`src/rtl/tinycpu_pkg.sv`:
```
// Shared tinycpu definitions: default widths, ALU result op codes and
// result-queue occupancy encodings.
package tinycpu_pkg;

    localparam int DATA_W = 8;
    localparam int DEST_W = 2;

    localparam logic [2:0] OP_OUT0 = 3'd0;
    localparam logic [2:0] OP_OUT1 = 3'd1;
    localparam logic [2:0] OP_OUT2 = 3'd2;
    localparam logic [2:0] OP_OUT3 = 3'd3;
    localparam logic [2:0] OP_OUT4 = 3'd4;
    localparam logic [2:0] OP_OUT5 = 3'd5;
    localparam logic [2:0] OP_OUT6 = 3'd6;
    localparam logic [2:0] OP_OUT7 = 3'd7;

    localparam logic [1:0] ST_EMPTY = 2'd0;
    localparam logic [1:0] ST_HALF  = 2'd1;
    localparam logic [1:0] ST_FULL  = 2'd2;

endpackage

```
`src/rtl/alu_out_mux.sv`:
```
// Combinational 8:1 select of one ALU result bus by op code.
module alu_out_mux #(
    parameter int DATA_W = tinycpu_pkg::DATA_W
) (
    input  logic [2:0]        op,
    input  logic [DATA_W-1:0] out0,
    input  logic [DATA_W-1:0] out1,
    input  logic [DATA_W-1:0] out2,
    input  logic [DATA_W-1:0] out3,
    input  logic [DATA_W-1:0] out4,
    input  logic [DATA_W-1:0] out5,
    input  logic [DATA_W-1:0] out6,
    input  logic [DATA_W-1:0] out7,
    output logic [DATA_W-1:0] sel
);
    import tinycpu_pkg::*;

    always_comb begin
        sel = out0;
        case (op)
            OP_OUT1: sel = out1;
            OP_OUT2: sel = out2;
            OP_OUT3: sel = out3;
            OP_OUT4: sel = out4;
            OP_OUT5: sel = out5;
            OP_OUT6: sel = out6;
            OP_OUT7: sel = out7;
            default: sel = out0;
        endcase
    end

endmodule

```
`src/rtl/alu_result_stage.sv`:
```
// ALU result stage: picks one result per op, queues it in a 2-entry buffer
// toward writeback, and tracks zero/negative flags plus a commit counter.
module alu_result_stage #(
    parameter int DATA_W = tinycpu_pkg::DATA_W,
    parameter int DEST_W = tinycpu_pkg::DEST_W,
    parameter int CNT_W  = 16
) (
    input  logic              clk,
    input  logic              rst,
    input  logic              in_valid,
    output logic              in_ready,
    input  logic [2:0]        op,
    input  logic [DEST_W-1:0] dest,
    input  logic [DATA_W-1:0] out0,
    input  logic [DATA_W-1:0] out1,
    input  logic [DATA_W-1:0] out2,
    input  logic [DATA_W-1:0] out3,
    input  logic [DATA_W-1:0] out4,
    input  logic [DATA_W-1:0] out5,
    input  logic [DATA_W-1:0] out6,
    input  logic [DATA_W-1:0] out7,
    output logic              wb_valid,
    input  logic              wb_ready,
    output logic [DATA_W-1:0] wb_data,
    output logic [DEST_W-1:0] wb_dest,
    output logic              flag_z,
    output logic              flag_n,
    output logic [CNT_W-1:0]  commit_cnt
);
    import tinycpu_pkg::*;

    logic [1:0]        count_reg;
    logic [DATA_W-1:0] slot0_data_reg;
    logic [DEST_W-1:0] slot0_dest_reg;
    logic [DATA_W-1:0] slot1_data_reg;
    logic [DEST_W-1:0] slot1_dest_reg;
    logic              flag_z_reg;
    logic              flag_n_reg;
    logic [CNT_W-1:0]  commit_cnt_reg;

    logic [DATA_W-1:0] sel_data;
    logic              push;
    logic              pop;

    alu_out_mux #(.DATA_W(DATA_W)) u_mux (
        .op   (op),
        .out0 (out0),
        .out1 (out1),
        .out2 (out2),
        .out3 (out3),
        .out4 (out4),
        .out5 (out5),
        .out6 (out6),
        .out7 (out7),
        .sel  (sel_data)
    );

    // Ready depends only on occupancy and reset, never on wb_ready.
    assign in_ready = !rst && (count_reg != ST_FULL);
    assign wb_valid = (count_reg != ST_EMPTY);
    assign push     = in_valid && in_ready;
    assign pop      = wb_valid && wb_ready;

    // slot0 is always the head; slot1 only ever holds the younger entry.
    always_ff @(posedge clk or posedge rst) begin
        if (rst) begin
            count_reg      <= ST_EMPTY;
            slot0_data_reg <= '0;
            slot0_dest_reg <= '0;
            slot1_data_reg <= '0;
            slot1_dest_reg <= '0;
        end else begin
            case (count_reg)
                ST_EMPTY: begin
                    if (push) begin
                        slot0_data_reg <= sel_data;
                        slot0_dest_reg <= dest;
                        count_reg      <= ST_HALF;
                    end
                end
                ST_HALF: begin
                    if (push && pop) begin
                        slot0_data_reg <= sel_data;
                        slot0_dest_reg <= dest;
                    end else if (push) begin
                        slot1_data_reg <= sel_data;
                        slot1_dest_reg <= dest;
                        count_reg      <= ST_FULL;
                    end else if (pop) begin
                        count_reg <= ST_EMPTY;
                    end
                end
                ST_FULL: begin
                    if (pop) begin
                        slot0_data_reg <= slot1_data_reg;
                        slot0_dest_reg <= slot1_dest_reg;
                        count_reg      <= ST_HALF;
                    end
                end
                default: count_reg <= ST_EMPTY;
            endcase
        end
    end

    // Flags and counter describe the committed head, so they move only on pop.
    always_ff @(posedge clk or posedge rst) begin
        if (rst) begin
            flag_z_reg     <= 1'b0;
            flag_n_reg     <= 1'b0;
            commit_cnt_reg <= '0;
        end else if (pop) begin
            flag_z_reg     <= (slot0_data_reg == '0);
            flag_n_reg     <= slot0_data_reg[DATA_W-1];
            commit_cnt_reg <= commit_cnt_reg + 1'b1;
        end
    end

    assign wb_data    = slot0_data_reg;
    assign wb_dest    = slot0_dest_reg;
    assign flag_z     = flag_z_reg;
    assign flag_n     = flag_n_reg;
    assign commit_cnt = commit_cnt_reg;

endmodule

```
`config.mk`:
```
export PLATFORM = sky130hd
export DESIGN_NAME = alu_result_stage
export DESIGN_NICKNAME = d
export VERILOG_FILES = /design/src/rtl/tinycpu_pkg.sv /design/src/rtl/alu_out_mux.sv /design/src/rtl/alu_result_stage.sv
export SDC_FILE = /design/constraint.sdc
export NUM_CORES = 1
export LEC_CHECK = 0
export BUFFER_PORTS_ARGS = -buffer_cell sky130_fd_sc_hd__buf_2
export CORE_ASPECT_RATIO = 1.75
export CORE_MARGIN = 2
export CORE_UTILIZATION = 48
export CTS_CLUSTER_DIAMETER = 150
export DETAILED_ROUTE_END_ITERATION = 8
export PLACE_DENSITY = 0.8
export SETUP_SLACK_MARGIN = 0.2
export SLEW_MARGIN = 5
export SYNTH_ARGS = -nofsm -noshare
export SYNTH_HDL_FRONTEND = slang
export SYNTH_HIERARCHICAL = 1
export SYNTH_SLANG_ARGS = --single-unit
```
`constraint.sdc`:
```
create_clock -name clk -period 1.96 [get_ports clk]
set_input_delay 0.392 -clock clk [delete_from_list [all_inputs] [get_ports clk]]
set_output_delay 0.392 -clock clk [all_outputs]
set_load 0.03 [all_outputs]
```
# --- After elaboration in Yosys (flattened, before gate mapping) ---
# Cells that the tools add are included.
# W data, S select, Z words.
word_totals:
  register_bits: 40
  input_bits: 73
  out_inout_bits: 30
  elab_cells: 52
op_classes:
  n_addsub: 1
  n_eq_ne: 15
  mux: 15
  bitwise: 1
  n_reduce_logical: 12
ops:
  columns: ["op", "count"]
  rows:
  - ["$pmux W8 S7", 1]
  - ["$mux W8", 3]
  - ["$pmux W8 S3", 1]
  - ["$add A16 B1 Y16 const B", 1]
  - ["$mux W2", 8]
  - ["$eq A3 B3 Y1 const B", 4]
  - ["$pmux W2 S3", 2]
  - ["$ne A2 B2 Y1 const B", 5]
  - ["$logic_not A8 Y1", 1]
  - ["$reduce_and A4 Y1", 2]
  - ["$eq A3 B2 Y1 const B", 2]
  - ["$logic_and A1 B1 Y1", 4]
  - ["$eq A3 B1 Y1 const B", 1]
  - ["$ne A3 B3 Y1 const B", 1]
  - ["$reduce_and A3 Y1", 1]
  - ["$reduce_bool A3 Y1", 1]
  - ["$eq A2 B1 Y1 const B", 1]
  - ["$eq A2 B2 Y1 const B", 1]
  - ["$logic_not A2 Y1", 1]
  - ["$reduce_bool A2 Y1", 1]
  - ["$logic_not A1 Y1", 1]
  - ["$not A1 Y1", 1]

# --- Depth between registers and ports, before layout ---
logic_depth:
  depth_word: 6
  mapped_depth: 7
  ltp_nobuf: 5

# --- Cells and area by module ---
# Netlist, hierarchy kept.
modules_own_cells:
  columns: ["module", "instances", "cells_each", "area_each_um2", "seq_area_each_um2"]
  rows:
  - ["alu_result_stage", 1, 150, 1843.0, 1001.0]
  - ["alu_out_mux", 1, 39, 568.0, 0.0]

# --- Worst setup path after synthesis ---
# No wires, ideal clock.
synth_timing:
  path_kind: "input to output"
  from: "input rst"
  to: "output in_ready"
  arrival_ns: 1.664
  required_ns: 1.568
  slack_ns: -0.096
  path_stages: 2
  n_path_buf: 0
  cell_sequence: "inv_1 > and2_1"
synth_via:
  elab_chain_cells: 2
synth_rtl:
  columns: ["item", "line_no", "source"]
  rows:
  - ["from (decl)", "alu_result_stage.sv:9", "input logic rst,"]
  - ["$logic_not A1 Y1 (no source line)", null, null]
  - ["$logic_and A1 B1 Y1", "alu_result_stage.sv:59", "assign in_ready = !rst && (count_reg != ST_FULL);"]
  - ["to (decl)", "alu_result_stage.sv:11", "output logic in_ready,"]
# No other way between the ends.

# --- Final worst setup path ---
layout_timing:
  from: "register count_reg[0]"
  to: "output in_ready"
layout_via:
  elab_chain_cells: 2
layout_rtl:
  columns: ["item", "line_no", "source"]
  rows:
  - ["from (decl)", "alu_result_stage.sv:32", "logic [1:0] count_reg;"]
  - ["from (signal assigned)", "alu_result_stage.sv:67", "count_reg <= ST_EMPTY;"]
  - ["from (signal assigned)", "alu_result_stage.sv:78", "count_reg <= ST_HALF;"]
  - ["from (signal assigned)", "alu_result_stage.sv:88", "count_reg <= ST_FULL;"]
  - ["$ne A2 B2 Y1", "alu_result_stage.sv:59", null]
  - ["$logic_and A1 B1 Y1", "alu_result_stage.sv:59", null]
# No other way between the ends.

==> metrics.md <==
| Metric | Value |
|---|---|
| Status | finished, final reports clean |
| PnR worst setup slack | 0.303 ns |
| Total GRT Usage | 20.3% |
| Synth top area cells | dfrtp_1 42%, mux4_1 13%, mux2i_1 5.8% |
| Vias in the first global route | 2078 |
| Clock sinks | 40 |
| HP Class | primary input to async pin |
| Clock tree buffer depth | 2 |
| Diodes inserted | 0 |
| Leak | 1.60 nW |
| Vias | 1913 |
| Share of the synthesized area in the top cell type | 41.5% |
| DRC | 0 |
| Peak supply drop | 0.000946 V |
| Post-Place Setup Slack | -0.0804 ns |
| Critical Path AT | 1.26 ns |
| Die footprint | 5630 µm² |
| Crit-path leading delay family | flip-flops |
| First-pass GRT wire length | 8.87 mm |
| Post-synth EDFFs | 0 |
| Grt ovf | 0 |
| Syn Nets | 263 |
| Synthesized area per cell | 12.8 µm² |
| Slew Viols, Final | 0 |
| Layout cells sized above 1 | 47.6% |
| Yosys synthesis warning count | 6 |
| GP Congestion | 0.757 |
| Htree depth | 2 |
| Final period util | 84.5% |
| CP Buf/Inv Count | 1 |
| CTS Buf Count | 5 |
| Minimum clock period | 1.66 ns |
| Total Power | 2.84 mW |
| Final hold viol count | 0 |
| CTS tree | built |
| Worst setup SP type | flop |
| Routed wire length | 5.31 mm |
| Post-Syn Instances | 189 |
| Flops & latches, synth | 40 |
| Worst path max stage delay | 0.46 ns |
| DRT antenna net count | 0 |
| Max-cap viol count | 0 |
| Clock Pin Slew Worst Setup and Hold Paths | 0.07 ns |
| Largest register FFs | 16 |
| Slowest cell on the critical path | dfrtp_1 |
| Drt first pass iters | 4 |
| Via density per instance | 5.53 |
| CP Cell Sequence | nand2b_1 -> and2_4 -> buf_2 |
| Fmax | 604 MHz |
| Post-synth top flop | dfrtp_1 |
| Yosys cell types | 41 |
| Final-stage net count | 365 |
| Yosys top cell by area | dfrtp_1 |
| PD cells | 939 nW/µm² |
| Post-DP HPWL | 4.31 mm |
| Die height | 97.8 µm |
| Worst endpoint required time | 1.57 ns |
| Most frequent cells in the layout | 101 x buf_2, 40 x dfrtp_1, 21 x nand2_1 |
| Largest net degree at the start of global routing | 41 |
| CTS root buf | clkbuf_8 |
| Initial cell density of the core | 49.3% |
| CP Max Fanout | 8 |
| Final setup fails | 0 |
| Count of input and output buffers | 102 |
| Worst Clk Skew | 0.00623 ns |
| RSZ-0062 raised after global routing | no |
| Routed len/inst | 15.3 µm |
| Crit Path Class | flop to output pin |
| Max_slew headroom | 62.8% |
| Core ar. | 4890 µm² |
| Die Wd | 57.6 µm |
| DR iter-0 viols | 51 |
| Io pins | 103 |
| Nature of the critical path endpoint | output pin |
| Sequential area share after synthesis | 41.5% |
| Async set or reset register ratio after synthesis | 100% |
| Commonest non-fill, non-tap cell in the layout | buf_2 |
| Syn-to-layout area delta | 25.6% |
| Clock latency on the worst-skew pair | 0.29 ns |
| Worst slew pin tran | 0.559 ns |
| # rows | 34 |
| Post-Syn Area | 2410 µm² |
| Initial antenna violation count | 0 |
-- synthesized netlist by cell type (4+ instances only) --
master	instances
dfrtp_1	40
nand2_1	21
mux2i_1	14
mux4_1	12
xnor2_1	12
o21ai_1	11
mux2_2	10
mux2_4	9
buf_6	5
nand3_1	4
nor2_1	4
-- routing by layer --
metal  routed length [µm]  global-route usage (%)  part of all wire, %
met5                    0                       0                    0
met4                  128                    9.48                  2.4
met3                  342                    3.18                  6.4
met2                 2930                    37.9                   55
met1                 1910                    21.2                   36
-- kinds of logic (layout without fill, tap and decap cells) --
family	Yosys count	in the layout	synth area share, %
fa+ha+maj	1	1	0.519
flops	40	40	41.5
simple gates	49	49	11.4
buf+inv	14	117	4.20
mux	47	47	31.0
compound gates	23	23	5.92
xor+xnor	15	15	5.45
-- layout make-up --
type | count | area, µm²
clock buffer | 8 | 90.1
fill | 426 | 1860
inverter | 3 | 15.0
multi-input combinational | 135 | 1310
sequential | 40 | 1000
tap | 54 | 67.6
timing repair buffer | 106 | 543
-- timing repair --
action | in CTS | in global routing
buffers inserted | 0 | 0
hold buffers | 0 | 0
gates resized for setup | 0 | 1
hold endpoints to repair | 0 | 0
endpoints found under the setup margin | 0 | 10
-- where the power goes --
part           switching, mW  internal (mW)
clock                  0.268          0.287
sequential             0.228           1.05
combinational          0.555          0.454
total                   1.05           1.79
-- path summary, 6_finish.rpt --
path,start,slack (ns),end,depth (start not counted)
min in group clk,dest[1],0.36,slot1_dest_reg[1],2
worst max register to register,count_reg[1],0.39,wb_data[3],4
max in group asynchronous,rst,1.35,slot1_data_reg[1],3
worst min register to register,commit_cnt[15],0.47,commit_cnt[15],1
worst min-delay path,rst,0.27,slot1_data_reg[4],3
worst max-delay path,count_reg[0],0.30,in_ready,3
-- tightest hold or removal path, stage by stage --
cell	delay, ns
buf_2	0.12
clkinvlp_4	0.06
buf_4	0.43
-- metrics by stage --
step | util (%) | hold WS, ns | TNS [ns] | std cells | area (µm²)
floorplan | - | 0.375 | 0 | 189 | 2420
global route | 61.9 | 0.306 | 0 | 346 | 3030
CTS | 61.8 | 0.282 | 0 | 346 | 3030
global placement | 60.0 | 0.455 | -0.0304 | 338 | 2940
finish | 61.9 | 0.271 | 0 | 346 | 3030
detailed placement | 60.0 | 0.463 | -0.650 | 338 | 2940
Power figures use the tool's default switching activity.
